### config.mk
export PLATFORM = sky130hd
export DESIGN_NAME = irq_pad_ctrl_flat
export DESIGN_NICKNAME = d
export VERILOG_FILES = /design/src/rtl/irq_pad_ctrl_if.sv /design/src/rtl/irq_pad_ctrl.sv /design/src/flat_wrapper.sv
export SDC_FILE = /design/constraint.sdc
export NUM_CORES = 1
export LEC_CHECK = 0
export ABC_AREA = 1
export CORE_MARGIN = 2
export CORE_UTILIZATION = 60
export CTS_CLUSTER_SIZE = 40
export DETAILED_ROUTE_END_ITERATION = 10
export DONT_BUFFER_PORTS = 1
export PLACE_DENSITY_LB_ADDON = 0.08
export SLEW_MARGIN = 20
export SYNTH_ARGS = -nofsm -noshare
export SYNTH_HDL_FRONTEND = slang
export SYNTH_SLANG_ARGS = --single-unit
### constraint.sdc
create_clock -name clk -period 2.82 [get_ports clk]
set_input_delay 0.564 -clock clk [delete_from_list [all_inputs] [get_ports clk]]
set_output_delay 0.564 -clock clk [all_outputs]
set_load 0.03 [all_outputs]
### src/rtl/irq_pad_ctrl_if.sv
// Core-facing handshake bundle for irq_pad_ctrl: interrupt presentation and EOI.
// master = the interrupt controller, slave = the core.
interface irq_pad_ctrl_if #(
   parameter int IDW = 4
) ();
   logic           irq_valid;
   logic [IDW-1:0] irq_id;
   logic           irq_ready;
   logic           eoi_valid;
   logic [IDW-1:0] eoi_id;
   logic           eoi_ready;

   modport master (
      output irq_valid, irq_id, eoi_ready,
      input  irq_ready, eoi_valid, eoi_id
   );

   modport slave (
      input  irq_valid, irq_id, eoi_ready,
      output irq_ready, eoi_valid, eoi_id
   );
endinterface

### src/rtl/irq_pad_ctrl.sv
// Interrupt pad front-end: pad synchronisation, polarity/edge normalisation, fixed-priority
// dispatch over a valid/ready handshake, and EOI handshakes turned into fixed-width pad pulses.
module irq_pad_ctrl #(
   parameter int N_IRQ            = 16,
   parameter int SYNC_STAGES      = 2,
   parameter int EOI_PULSE_CYCLES = 4,
   parameter int IDW              = (N_IRQ > 1) ? $clog2(N_IRQ) : 1
) (
   input  logic              clk,
   input  logic              rstn,
   input  logic [N_IRQ-1:0]  irq_pad_in,
   output logic [N_IRQ-1:0]  eoi_pad_out,
   input  logic [N_IRQ-1:0]  cfg_edge,
   input  logic [N_IRQ-1:0]  cfg_pol,
   input  logic [N_IRQ-1:0]  cfg_mask,
   output logic [N_IRQ-1:0]  pending,
   output logic [N_IRQ-1:0]  in_service,
   irq_pad_ctrl_if.master    bus
);

   localparam int CW = (EOI_PULSE_CYCLES > 0) ? $clog2(EOI_PULSE_CYCLES + 1) : 1;
   localparam int WW = $clog2(SYNC_STAGES + 2);
   localparam logic [WW-1:0] WARM_LAST  = WW'(SYNC_STAGES + 1);
   localparam logic [CW-1:0] PULSE_LOAD = CW'(EOI_PULSE_CYCLES);

   logic [N_IRQ-1:0] sync_r [SYNC_STAGES];
   logic [N_IRQ-1:0] prev_r;
   logic [N_IRQ-1:0] pending_r;
   logic [N_IRQ-1:0] in_service_r;
   logic [N_IRQ-1:0] pad_r;
   logic [CW-1:0]    cnt_r [N_IRQ];
   logic [WW-1:0]    warm_r;
   logic             valid_r;
   logic [IDW-1:0]   id_r;

   logic [N_IRQ-1:0] n_s;
   logic [N_IRQ-1:0] edge_s;
   logic [N_IRQ-1:0] cand_s;
   logic [N_IRQ-1:0] acc_vec_s;
   logic [N_IRQ-1:0] eoi_sel_s;
   logic [N_IRQ-1:0] eoi_vec_s;
   logic [N_IRQ-1:0] pending_next_s;
   logic [N_IRQ-1:0] in_service_next_s;
   logic [N_IRQ-1:0] pad_next_s;
   logic [CW-1:0]    cnt_next_s [N_IRQ];
   logic [IDW-1:0]   win_s;
   logic             accept_s;
   logic             eoi_fire_s;

   // Next-state: edge detection (held off until the synchronisers are primed), priority pick, EOI pulses.
   always_comb begin
      n_s = sync_r[SYNC_STAGES-1] ^ ~cfg_pol;
      if (warm_r == WARM_LAST) begin
         edge_s = n_s & ~prev_r;
      end else begin
         edge_s = {N_IRQ{1'b0}};
      end
      accept_s = valid_r & bus.irq_ready;
      cand_s   = pending_r & cfg_mask & ~in_service_r;
      win_s    = {IDW{1'b0}};
      for (int i = N_IRQ - 1; i >= 0; i--) begin
         win_s = cand_s[i] ? IDW'(i) : win_s;
      end
      for (int i = 0; i < N_IRQ; i++) begin
         eoi_sel_s[i] = (bus.eoi_id == IDW'(i));
         acc_vec_s[i] = accept_s & (id_r == IDW'(i));
      end
      // Out-of-range EOI ids match no channel: accepted, no effect.
      eoi_fire_s        = bus.eoi_valid & ~(|(pad_r & eoi_sel_s));
      eoi_vec_s         = {N_IRQ{eoi_fire_s}} & eoi_sel_s & in_service_r;
      in_service_next_s = (in_service_r & ~eoi_vec_s) | acc_vec_s;
      for (int i = 0; i < N_IRQ; i++) begin
         if (cfg_edge[i]) begin
            pending_next_s[i] = edge_s[i] | (pending_r[i] & ~acc_vec_s[i]);
         end else begin
            pending_next_s[i] = n_s[i];
         end
         if (eoi_vec_s[i]) begin
            cnt_next_s[i] = PULSE_LOAD;
         end else if (cnt_r[i] != {CW{1'b0}}) begin
            cnt_next_s[i] = cnt_r[i] - CW'(1);
         end else begin
            cnt_next_s[i] = {CW{1'b0}};
         end
         pad_next_s[i] = (cnt_next_s[i] != {CW{1'b0}});
      end
   end

   assign bus.eoi_ready = ~(|(pad_r & eoi_sel_s));

   // State registers, including the presentation FSM holding irq_id until accepted.
   always_ff @(posedge clk) begin
      if (!rstn) begin
         for (int k = 0; k < SYNC_STAGES; k++) begin
            sync_r[k] <= {N_IRQ{1'b0}};
         end
         for (int i = 0; i < N_IRQ; i++) begin
            cnt_r[i] <= {CW{1'b0}};
         end
         prev_r       <= {N_IRQ{1'b0}};
         pending_r    <= {N_IRQ{1'b0}};
         in_service_r <= {N_IRQ{1'b0}};
         pad_r        <= {N_IRQ{1'b0}};
         warm_r       <= {WW{1'b0}};
         valid_r      <= 1'b0;
         id_r         <= {IDW{1'b0}};
      end else begin
         sync_r[0] <= irq_pad_in;
         for (int k = 1; k < SYNC_STAGES; k++) begin
            sync_r[k] <= sync_r[k-1];
         end
         cnt_r        <= cnt_next_s;
         prev_r       <= n_s;
         pending_r    <= pending_next_s;
         in_service_r <= in_service_next_s;
         pad_r        <= pad_next_s;
         if (warm_r != WARM_LAST) begin
            warm_r <= warm_r + WW'(1);
         end else begin
            warm_r <= warm_r;
         end
         if (valid_r) begin
            valid_r <= ~bus.irq_ready;
         end else if (|cand_s) begin
            valid_r <= 1'b1;
            id_r    <= win_s;
         end else begin
            valid_r <= 1'b0;
         end
      end
   end

   assign bus.irq_valid = valid_r;
   assign bus.irq_id    = id_r;
   assign pending       = pending_r;
   assign in_service    = in_service_r;
   assign eoi_pad_out   = pad_r;

endmodule
### src/flat_wrapper.sv
// flat-port wrapper written by rule: the top's interface ports become plain ports
module irq_pad_ctrl_flat 
#(
   parameter int N_IRQ            = 16,
   parameter int SYNC_STAGES      = 2,
   parameter int EOI_PULSE_CYCLES = 4,
   parameter int IDW              = (N_IRQ > 1) ? $clog2(N_IRQ) : 1
)
  (clk, rstn, irq_pad_in, eoi_pad_out, cfg_edge, cfg_pol, cfg_mask, pending, in_service, bus_irq_valid, bus_irq_id, bus_eoi_ready, bus_irq_ready, bus_eoi_valid, bus_eoi_id);
  irq_pad_ctrl_if #(.IDW(IDW)) bus_i ();
  input  logic clk;
  input  logic rstn;
  input  logic [N_IRQ-1:0] irq_pad_in;
  output logic [N_IRQ-1:0] eoi_pad_out;
  input  logic [N_IRQ-1:0] cfg_edge;
  input  logic [N_IRQ-1:0] cfg_pol;
  input  logic [N_IRQ-1:0] cfg_mask;
  output logic [N_IRQ-1:0] pending;
  output logic [N_IRQ-1:0] in_service;
  output wire logic [$bits(bus_i.irq_valid)-1:0] bus_irq_valid;
  output wire logic [$bits(bus_i.irq_id)-1:0] bus_irq_id;
  output wire logic [$bits(bus_i.eoi_ready)-1:0] bus_eoi_ready;
  input wire logic [$bits(bus_i.irq_ready)-1:0] bus_irq_ready;
  input wire logic [$bits(bus_i.eoi_valid)-1:0] bus_eoi_valid;
  input wire logic [$bits(bus_i.eoi_id)-1:0] bus_eoi_id;
  assign bus_irq_valid = bus_i.irq_valid;
  assign bus_irq_id = bus_i.irq_id;
  assign bus_eoi_ready = bus_i.eoi_ready;
  assign bus_i.irq_ready = bus_irq_ready;
  assign bus_i.eoi_valid = bus_eoi_valid;
  assign bus_i.eoi_id = bus_eoi_id;
  irq_pad_ctrl #(.N_IRQ(N_IRQ), .SYNC_STAGES(SYNC_STAGES), .EOI_PULSE_CYCLES(EOI_PULSE_CYCLES), .IDW(IDW)) u_core (.clk(clk), .rstn(rstn), .irq_pad_in(irq_pad_in), .eoi_pad_out(eoi_pad_out), .cfg_edge(cfg_edge), .cfg_pol(cfg_pol), .cfg_mask(cfg_mask), .pending(pending), .in_service(in_service), .bus(bus_i));
endmodule
==> out/results.ini, run 1 <==
[run_status]
status = complete, no violations

[global_routing]
grt_first_pass_wirelength_mm = 24.68
grt_max_degree = 93
antenna_found_initial = 0
grt_usage_pct = 27.72
grt_overflow_total = 0
grt_pass1_vias = 5111

[min_path]
holdCritPathClass = in2reg
hold_path_depth = 2

[worst_setup_path]
cp.arrival_ns = 1.74
crit_path_max_fanout = 4
setup.worst_path.class = reg2out
worstSetupStartpointType = flip-flop
worstPathRequired_ns = 2.26
endpoint_kind = primary output
r2r_cells = 8

[die]
fp.coreArea_mm2 = 0.01037
rows = 37
die_w_um = 107.8
start_util_pct = 62.29
die_h_um = 107.8
io_pins = 126
dieArea_mm2 = 0.01161

[sta]
setup_violations = 0
max_clock_freq_mhz = 433.4
rsz0062_at_grt = no
fin_skew_ns = 0.005224
period_minus_slack_ns = 2.307
hold_ws_ns = 0.1425
finalCritPeriodShare_pct = 81.81
tightest_slew_ns = 0.5354
final_max_slew_viol_count = 0
slew_headroom_pct = 64.26
tns_ns = 0
finalHoldViolations = 0

[synthesis]
synth_area_mm2 = 0.006460
yosys.area.top_type = dfxtp_1
syn_nets = 983
synth.distinct_cells = 28
yosysSeqAreaShare_pct = 46.79
ys_warn_count = 0
syn_avg_cell_area_um2 = 7.358
synth_top_cell_area_share_pct = 46.79
synth_area_leaders = dfxtp_1, nand2_1, inv_1
synth-seq-cells = 151
synthCells = 878

[cts]
post_cts_buffers = 0
path_clk_slew_ns = 0.06
root_buffer = clkbuf_8
ctsHoldBuffers = 0
cts_tree = yes
insertion_delay_ns = 0.52
cts_sinks = 151
clock_path_buffers = 2
cts_made_buffers = 17
cts.repair.resized = 0
ctsHtreeMaxLevel = 4

[layout]
area_growth_pct = 10.40
layout_common_cells = nand2_1, dfxtp_1, inv_1
drive_gt1_share_pct = 5.889
n_antenna_cell = 0
num-nets-final = 992
stdcell_count = 1036
final_common_cell = nand2_1

[power_and_ir_drop]
peakVddDrop_v = 0.0005669
power_density_mw_per_mm2 = 651.0
p_total_mw = 4.643
power.leakage_nw = 3.637

[drt]
routed_via_density = 5.136
drtPass1Iterations = 5
vias = 5321
wl_per_cell_um = 14.55
drt_iter0_drc = 368
wirelength_mm = 15.07
ant_nets = 0
route.detailed.drc = 0

[placed_design]
place_congestion = 0.8415
dp_hpwl_mm = 11.39
port-buffer-count = 0
dp_cells = 1004

[run]
drv_cap = 0

-- sequential cells by signal, indices dropped and copies added (netlist names) --
register,count
u_core.cnt_r,48
u_core.sync_r,32
u_core.eoi_pad_out,16
u_core.in_service,16
u_core.pending,16
u_core.prev_r,16
u_core.bus.irq_id,4
u_core.warm_r,2
u_core.bus.irq_valid,1
-- area by class of cell --
type,instances,area [um2]
inverter,141,529.3
multi-input combinational,565,2813
clock inverter,3,15.01
fill,875,3238
sequential,151,3023
timing repair buffer,11,82.58
clock buffer,29,499.2
tap,136,170.2
-- critical path, stage by stage, from the launching register on --
cell and delay, ns:
dfxtp_1 0.42, nand2_1 0.14, nand4_2 0.14, nor4_4 0.30, buf_4 0.23
-- cell usage after synthesis --
cell,number
nor3b_1,10
nand3b_1,2
nor3_1,7
clkbuf_1,9
buf_2,1
o211ai_1,6
o21a_1,1
nand4_2,1
xor2_1,11
a211oi_1,1
ha_1,33
nand3_2,4
or2_2,10
and2_1,1
o21ai_0,46
a21oi_1,29
nor2_1,110
nand3_1,37
dfxtp_1,151
nand2_1,237
nand4_1,15
inv_1,141
buf_6,1
buf_4,2
a31oi_1,2
nand2_2,1
buf_1,8
nor4_4,1
-- power breakdown --
part           switching [mW]  internal (mW)
registers               0.151           2.22
clock network           0.801           1.17
logic                   0.198         0.0982
-- cells by family after synthesis --
logic type | Yosys count | share of synthesized area [%]
and+or+nand+nor | 436 | 28.72
DFF | 151 | 46.79
buffers and inverters | 162 | 9.665
adders and majority gates | 33 | 6.392
AOI/OAI and AO/OA | 85 | 6.934
xor gates and xnor gates | 11 | 1.491
-- final timing paths --
check	start	to	slack (ns)
max	u_core.eoi_pad_out[14]	bus_eoi_ready	0.51
min	irq_pad_in[2]	u_core.sync_r[0][2]	0.14
max reg2reg	u_core.in_service[6]	u_core.bus.irq_id[1]	0.88
min reg2reg	u_core.sync_r[0][0]	u_core.sync_r[0][16]	0.41
-- through the flow --
step	setup slack, ns	instance area, um2	util, %
2_1_floorplan	0.4815	6460	-
3_3_place_gp	0.6304	6618	63.82
3_5_place_dp	0.6181	6618	63.82
4_1_cts	0.4796	7132	68.77
5_1_grt	0.3767	7132	68.77
6_report	0.5129	7132	68.77
-- metal layers --
metal / GRT usage [%] / share of wire [%] / up-vias
met4: 9.982 / 1.8 / 0
met2: 45.73 / 48 / 166
met3: 11.20 / 10 / 23
li1: - / - / 2709
met5: 0 / 0 / -
met1: 32.47 / 40 / 2423
Note: power is estimated with default switching activity, not from simulation.
==> run 2: changes to the inputs <==
clock period = 2.4 ns   (was 2.82 ns; I/O delays follow)
==> out/results.ini, run 2 (synthesized netlist as in run 1, its figures left out) <==
[sta]
tns_ns = 0  ; unchanged
fin_skew_ns = 0.009072  ; +0.003847 ns
slew_headroom_pct = 62.47  ; -1.8 points
final_max_slew_viol_count = 0  ; unchanged
hold_ws_ns = 0.05036  ; -0.09218 ns
max_clock_freq_mhz = 440.2
finalCritPeriodShare_pct = 94.66
tightest_slew_ns = 0.5586  ; +0.02317 ns
period_minus_slack_ns = 2.272
finalHoldViolations = 0  ; unchanged
setup_violations = 0  ; unchanged
rsz0062_at_grt = no

[die]
start_util_pct = 62.29  ; unchanged
dieArea_mm2 = 0.01161  ; unchanged
rows = 37  ; unchanged
fp.coreArea_mm2 = 0.01037  ; unchanged
die_w_um = 107.8  ; unchanged
die_h_um = 107.8  ; unchanged
io_pins = 126  ; unchanged

[layout]
top_register = u_core.cnt_r
largest_register_ffs = 48  ; unchanged
drive_gt1_share_pct = 8.188  ; +2.3 points
final_common_cell = nand2_1
layout_common_cells = nand2_1, dfxtp_1, inv_1
largest_registers = u_core.cnt_r: 48 flops, u_core.sync_r: 32 flops
n_antenna_cell = 0  ; unchanged
stdcell_count = 1052  ; +1.5%
area_growth_pct = 14.26
num-nets-final = 1008  ; +1.6%

[global_routing]
grt_max_degree = 93  ; unchanged
grt_pass1_vias = 5471  ; +7.0%
grt_overflow_total = 0  ; unchanged
grt_first_pass_wirelength_mm = 25.33  ; +2.6%
antenna_found_initial = 0  ; unchanged
grt_usage_pct = 28.24  ; +0.52 points

[worst_setup_path]
crit_slowest_cell = dfxtp_1
cp_cell_sequence = nand2_1 > nand4_2 > nor4_4 > buf_4
worstPathRequired_ns = 1.92  ; -0.34 ns
cp.arrival_ns = 1.79  ; +0.05 ns
worstSetupStartpointType = flip-flop
endpoint_kind = primary output
setup.worst_path.class = reg2out
crit_path_max_fanout = 4  ; unchanged
cpPeakStageDelay_ns = 0.42  ; about the same

[cts]
ctsHoldBuffers = 0  ; unchanged
cts_tree = yes
ctsHtreeMaxLevel = 4  ; unchanged
cts_made_buffers = 17  ; unchanged
path_clk_slew_ns = 0.06  ; about the same
cts.repair.resized = 0  ; unchanged
insertion_delay_ns = 0.53  ; about the same
post_cts_buffers = 0  ; unchanged
root_buffer = clkbuf_8
clock_path_buffers = 2  ; unchanged
cts_sinks = 151  ; unchanged

[power_and_ir_drop]
p_clk_share_pct = 47.7  ; +5.2 points
power_density_mw_per_mm2 = 817.2  ; +26%
netSwitchingPower_mw = 1.440  ; +25%
peakVddDrop_v = 0.0006226  ; +9.8%
combPwrFrac_pct = 6.7  ; +0.3 points
power.leakage_nw = 3.782  ; +4.0%
seq_power_share_pct = 45.6  ; -5.5 points
internal-power_mw = 4.592  ; +31%
sw_frac_of_total_pct = 23.87  ; -0.90 points

[drt]
drtPass1Iterations = 7  ; +2
routed_via_density = 5.212  ; +1.5%
route.detailed.drc = 0  ; unchanged
ant_nets = 0  ; unchanged
drt_iter0_drc = 288  ; -22%
wl_per_cell_um = 14.84  ; +2.0%
wirelength_mm = 15.61  ; +3.6%
vias = 5483  ; +3.0%

[min_path]
holdCritPathClass = in2reg

[placed_design]
place_congestion = 0.8777  ; +4.3%
dp_cells = 1020  ; +1.6%
dp_hpwl_mm = 11.56  ; +1.5%
port-buffer-count = 0  ; unchanged

[run_status]
status = complete, no violations

[run]
drv_cap = 0  ; unchanged

run 2: changes by cell type in the layout (fill, tap and decap cells not counted), sizes merged:
cell	change
bufinv	+5
clkinvlp	+1
buf	+16
clkbuf	-8
inv	+2
run 2: power by group through the flow:
stage	Clock (mW)	Combinational (mW)	Sequential [mW]
floorplan	0	0.292	2.81
global placement	0	0.384	2.80
detailed placement	0	0.394	2.81
CTS	2.90	0.400	2.75
global route	3.02	0.461	2.77
finish	2.88	0.403	2.75
run 2: area by class of cell:
type                       count  area (um2)
sequential                   151        3023
fill                         838        2989
multi-input combinational    565        2813
inverter                     141       529.3
clock buffer                  21       449.2
timing repair buffer          27       202.7
clock inverter                11       193.9
tap                          136       170.2
run 2: worst paths after layout:
kind	from	to	slack, ns	depth (start not counted)
worst max-delay path	u_core.eoi_pad_out[12]	bus_eoi_ready	0.13	4
worst min-delay path	irq_pad_in[8]	u_core.sync_r[0][8]	0.05	2
worst max register to register	u_core.eoi_pad_out[12]	u_core.cnt_r[18]	0.46	7
worst min register to register	u_core.sync_r[0][0]	u_core.sync_r[0][16]	0.41	2
run 2: worst max-delay path: cells and delay by family, from the launching register on:
| family | cells | cell delay, ns |
|---|---|---|
| buffers and inverters | 1 | 0.23 |
| flip-flops | 1 | 0.42 |
| AND/OR/NAND/NOR | 3 | 0.61 |
run 2: through the flow:
| step | area, um2 | power [mW] | util [%] | setup WS (ns) |
|---|---|---|---|---|
| after global routing | 7381 | 6.243 | 71.18 | 0.05699 |
| final | 7381 | 6.032 | 71.18 | 0.1282 |
| after global placement | 6738 | 3.187 | 64.97 | 0.1679 |
| after detailed placement | 6738 | 3.202 | 64.97 | 0.09977 |
| after CTS | 7381 | 6.055 | 71.18 | 0.1144 |
| after floorplan | 6460 | 3.102 | - | 0.1455 |
run 2: routing by layer:
layer  part of all wire [%]  vias up  track usage [%]
met1                     41     2508            32.43
met4                    2.1        0            10.90
met5                      0        -                0
met3                    9.5       32            10.90
li1                       -     2741                -
met2                     48      202            47.39
==> run 3: changes to the inputs <==
GPL_TIMING_DRIVEN = 1   (was unset)
TNS_END_PERCENT = 1   (was unset)
==> results of run 3 <==
The final DEF is identical to that of run 2; final timing and power are the same.
==> variant 1 (settings of run 2) <==
Make the reset (`rstn`) asynchronous in one clocked block.
--- a/src/rtl/irq_pad_ctrl.sv
+++ b/src/rtl/irq_pad_ctrl.sv
@@ -91,3 +91,3 @@
    // State registers, including the presentation FSM holding irq_id until accepted.
-   always_ff @(posedge clk) begin
+   always_ff @(posedge clk or negedge rstn) begin
       if (!rstn) begin
Formal check against the unedited RTL: differs if rstn is asserted again (counterexample within 4 cycles, from zero or initial values and one cycle with rstn low); with rstn held inactive, the same outputs for 4 cycles.
==> variant 1 against run 2 <==
- the flow now finishes with violations (negative hold slack)
- maximum frequency is 2.5% lower
- synthesized cell count down 16%
- final cell count is 11% lower
- routed wire length fell by 0.83%
- sequential cell count stayed put
- area after synthesis rose by 3.4%
- cell area rose by 4.8%
- worst setup slack worse by 58 ps
- largest cell class unchanged
- highest routed layer unchanged
Power is not compared: it rests on default switching activity, and its combinational part moved more than twofold at a synthesized area within 25%.
==> variant 1: results (changes against run 2) <==
Outcome:
- The run finished, with violations left.
- The checks that failed: negative hold slack.

Worst setup path:
- The source of the worst register-to-register timing path is u_core.in_service[10].
- The flop-to-flop setup slack is 550 ps (+90 ps).
- The most critical setup path has its startpoint at u_core.eoi_pad_out[0].

Global routing:
- The largest net degree at the start of global routing is 152 (+63%).
- The met2 global-route usage is 45.8% (-1.6 points).
- The first-pass GRT wire length came to 24,700 µm (-2.6%).

Logic synthesis:
- The synthesized-area fraction occupied by adder cells came to 6.18% (-0.21 points).
- The complex-gate fraction of the synthesized area is 5.41% (-1.5 points).
- The number of nets in the synthesized netlist is 840 (-15%).
- The biggest area consumer among synthesized cells is dfrtp_1.
- The sequential-to-total area share from yosys stat is 56.5% (+9.7 points).
- In the synthesized netlist, the cells that appear most often are 187 x nand2_1, 151 x dfrtp_1, 151 x inv_1.

Timing:
- The hold slack is -359 ps (-409 ps).
- The worst clock skew on the final layout is 7.24 ps (-1.83 ps).
- The final number of hold-violating endpoints came to 151 (+151).
- The relative max-transition margin is 67.5% (+5.0 points).

Finish:
- The fraction of layout instances using a drive strength above 1 is 7.57% (-0.62 points).
- The count of multi-input gates is 424 (-25%).
- The number of fillers in the final layout came to 790 (-5.7%).
- The clock network area share is 8.12% (-0.60 points).
- The count of non-CTS inverters in the layout was 154 (+9.2%).

Placement:
- The placed cell count is 885 (-13%).
- The final HPWL from detailed placement is 11,300 µm (-2.0%).
- The weighted congestion reported at the end of routability-driven placement is 0.907 (+3.3%).

Drt:
- The number of vias in the routed layout is 5,067 (-7.6%).
- The starting DRC count in detailed routing is 330 (+15%).
- The sum of routed wire segments on met1 is 6250 µm (-1.3%).
- The total iterations of the first detailed-routing run was 5 (-2).

Clocking:
- The number of buffers inserted by hold repair at cts is 16 (+16).
==> variant 1: cell count changes after synthesis, sizes merged, moves of 11 or more <==
| cell | run 2 | this run |
|---|---|---|
| nor2 | 110 | 59 |
| xnor2 | 0 | 17 |
| nand3 | 41 | 27 |
| nand4 | 16 | 36 |
| dfrtp | 0 | 151 |
| xor2 | 11 | 0 |
| inv | 141 | 154 |
| nand2 | 238 | 191 |
| a32o | 0 | 16 |
| a21oi | 29 | 0 |
| dfxtp | 151 | 0 |
==> variant 1: metrics by stage <==
stage          instance area [µm²]  setup WS, ps
2_1_floorplan                 6680           326
3_3_place_gp                  6940           448
3_5_place_dp                  6940           350
4_1_cts                       7730          6.96
5_1_grt                       7740        -0.431
6_report                      7740          70.5
==> variant 1: timing repair <==
item | CTS | global route
endpoints found under the setup margin | 1 | 1
hold endpoints to repair | 167 | 151
resized for setup | 1 | 3
gates cloned | 0 | 0
pin swaps | 0 | 0
==> variant 2 (config.mk and constraints of run 2) <==
Made on the original files. `N_IRQ` is set to 16 in 2 places; all go to 8.
--- a/src/rtl/irq_pad_ctrl.sv
+++ b/src/rtl/irq_pad_ctrl.sv
@@ -3,3 +3,3 @@
 module irq_pad_ctrl #(
-   parameter int N_IRQ            = 16,
+   parameter int N_IRQ            = 8,
    parameter int SYNC_STAGES      = 2,
--- a/src/flat_wrapper.sv
+++ b/src/flat_wrapper.sv
@@ -3,3 +3,3 @@
 #(
-   parameter int N_IRQ            = 16,
+   parameter int N_IRQ            = 8,
    parameter int SYNC_STAGES      = 2,
Ports: changed (9 resized); port bits go from 126 to 68. No check against the original RTL was run, so the function may have changed too.
==> variant 2 against run 2 <==
- routed wire length down 56%
- final cell count down 49%
- area after synthesis down 47%
- sequential cell count down 73
- power down 59%
- sequential share of layout area up 2.2 points
- maximum frequency up 22%
- combinational power down 58%
- worst setup slack better by 400 ps
- critical path depth up 1
- die area down 46%
- cell area down 51%
- largest cell class unchanged
==> variant 2: results (changes against run 2) <==
Outcome:
- The flow ran to the end, and the final reports show no timing, DRC or antenna violations.

Logic synthesis:
- The instance count of the mapped netlist is 459 (-48%).
- Yosys attributes the largest share of cell area to dfxtp_1 46%, nand2_1 11%, inv_1 8.3%.
- The count of cell types in the netlist was 26 (-7.1%).
- The sequential-to-total area share from yosys stat is 45.8% (-0.96 points).
- In the synthesized netlist, the cells that appear most often are 103 x nand2_1, 78 x dfxtp_1, 75 x inv_1.
- The number of nets in the synthesized netlist is 515 (-48%).

Power and ir drop:
- The peak ir drop on the vdd network was 452 µV (-27%).
- The leakage power figure is 1.88 nW (-50%).

Global routing:
- The first-pass GRT wire length is 11,400 µm (-55%).
- The met1 demand-to-capacity share in global routing is 27.8% (-4.6 points).
- The largest net degree at the start of global routing came to 50 (-46%).
- The met2 global-route usage was 40.3% (-7.1 points).
- The total global routing track utilization came to 23.5% (-4.7 points).
- The via count of the first global-routing pass is 2,563 (-53%).

Clocking:
- The clock insertion delay at the later pin of the skew report came to 340 ps (-190 ps).
- The post-CTS clock slew at the launch and capture registers of the worst setup and hold paths is 80 ps (+20 ps).
- The number of buffers created by CTS is 9 (-8).

Finish:
- The fraction of layout instances using a drive strength above 1 is 6.03% (-2.2 points).
- The number of fillers in the final layout is 500 (-40%).
- The number of nets in the layout was 516 (-49%).

Timing:
- The slew at the pin closest to its max-slew limit is 540 ps (-18.6 ps).
- The worst clock skew on the final layout is 9.97 ps (+0.899 ps).

Worst hold path:
- The class of the most critical hold timing path is in -> reg.

Placement:
- The post-detailed-placement cell area came to 3450 µm² (-49%).
- The final HPWL from detailed placement was 5120 µm (-56%).

Drt:
- The total met3 wirelength after detailed routing is 447 µm (-70%).
- The number of vias in the routed layout is 2,765 (-50%).
- The ratio of routed vias to standard cells is 5.16 (-1.0%).
- The average wire length per cell after detail routing came to 12.8 µm (-14%).
- The total iterations of the first detailed-routing run is 4 (-3).
- Routed signal wires occupy layers up through met4.
- The length of routed met2 wiring is 3260 µm (-56%).
- The starting DRC count in detailed routing is 123 (-57%).

Worst setup path:
- The maximum fanout along the worst path was 2 (-2).
- The data arrival at the endpoint of the critical path is 1390 ps (-400 ps).
-- variant 2: logic make-up after synthesis --
family / share of synthesized area [%]
AOI/OAI and AO/OA: 9.47
and+or+nand+nor: 27.0
adders and majority gates: 6.24
DFF: 45.8
xor gates and xnor gates: 0.771
buffers and inverters: 10.7
-- variant 2: final timing paths --
check | startpoint | to | slack, ps | cells after the start
worst min-delay path | irq_pad_in[1] | u_core.sync_r[0][1] | 240 | 2
worst min register to register | u_core.sync_r[0][6] | u_core.sync_r[0][14] | 410 | 2
worst max-delay path | u_core.eoi_pad_out[7] | bus_eoi_ready | 530 | 5
worst max register to register | u_core.eoi_pad_out[7] | u_core.eoi_pad_out[5] | 560 | 8
-- variant 2: critical path, stage by stage, from the launching register on --
cell	delay, ps
dfxtp_1	420
nand4_1	140
nand2_1	70
nor2_2	120
nand2_2	80
inv_1	210
-- variant 2: stage by stage --
stage / power, W / setup WS [ps] / hold WS, ps
after floorplan: 0.00162 / 743 / 386
after global routing: 0.00257 / 360 / 232
after detailed placement: 0.00164 / 544 / 396
final: 0.00246 / 531 / 236
after global placement: 0.00164 / 620 / 388
after CTS: 0.00248 / 504 / 224
-- variant 2: area by class of cell --
type | count | area (µm²) | area share, %
clock buffers | 12 | 145 | 4.02
clock inverters | 3 | 21.3 | 0.588
inverters | 78 | 293 | 8.10
multi-input cells | 290 | 1480 | 41.0
flip-flops and latches | 78 | 1560 | 43.2
well taps | 72 | 90.1 | 2.49
repair buffers | 3 | 22.5 | 0.623
-- variant 2: power by group --
group,internal (W),total [W],switching [W],leakage (nW)
Sequential,0.00135,0.00144,0.0000956,0.637
Clock,0.000399,0.000849,0.000450,0.0824
Combinational,0.0000600,0.000168,0.000108,1.16
Total,0.00181,0.00246,0.000654,1.88
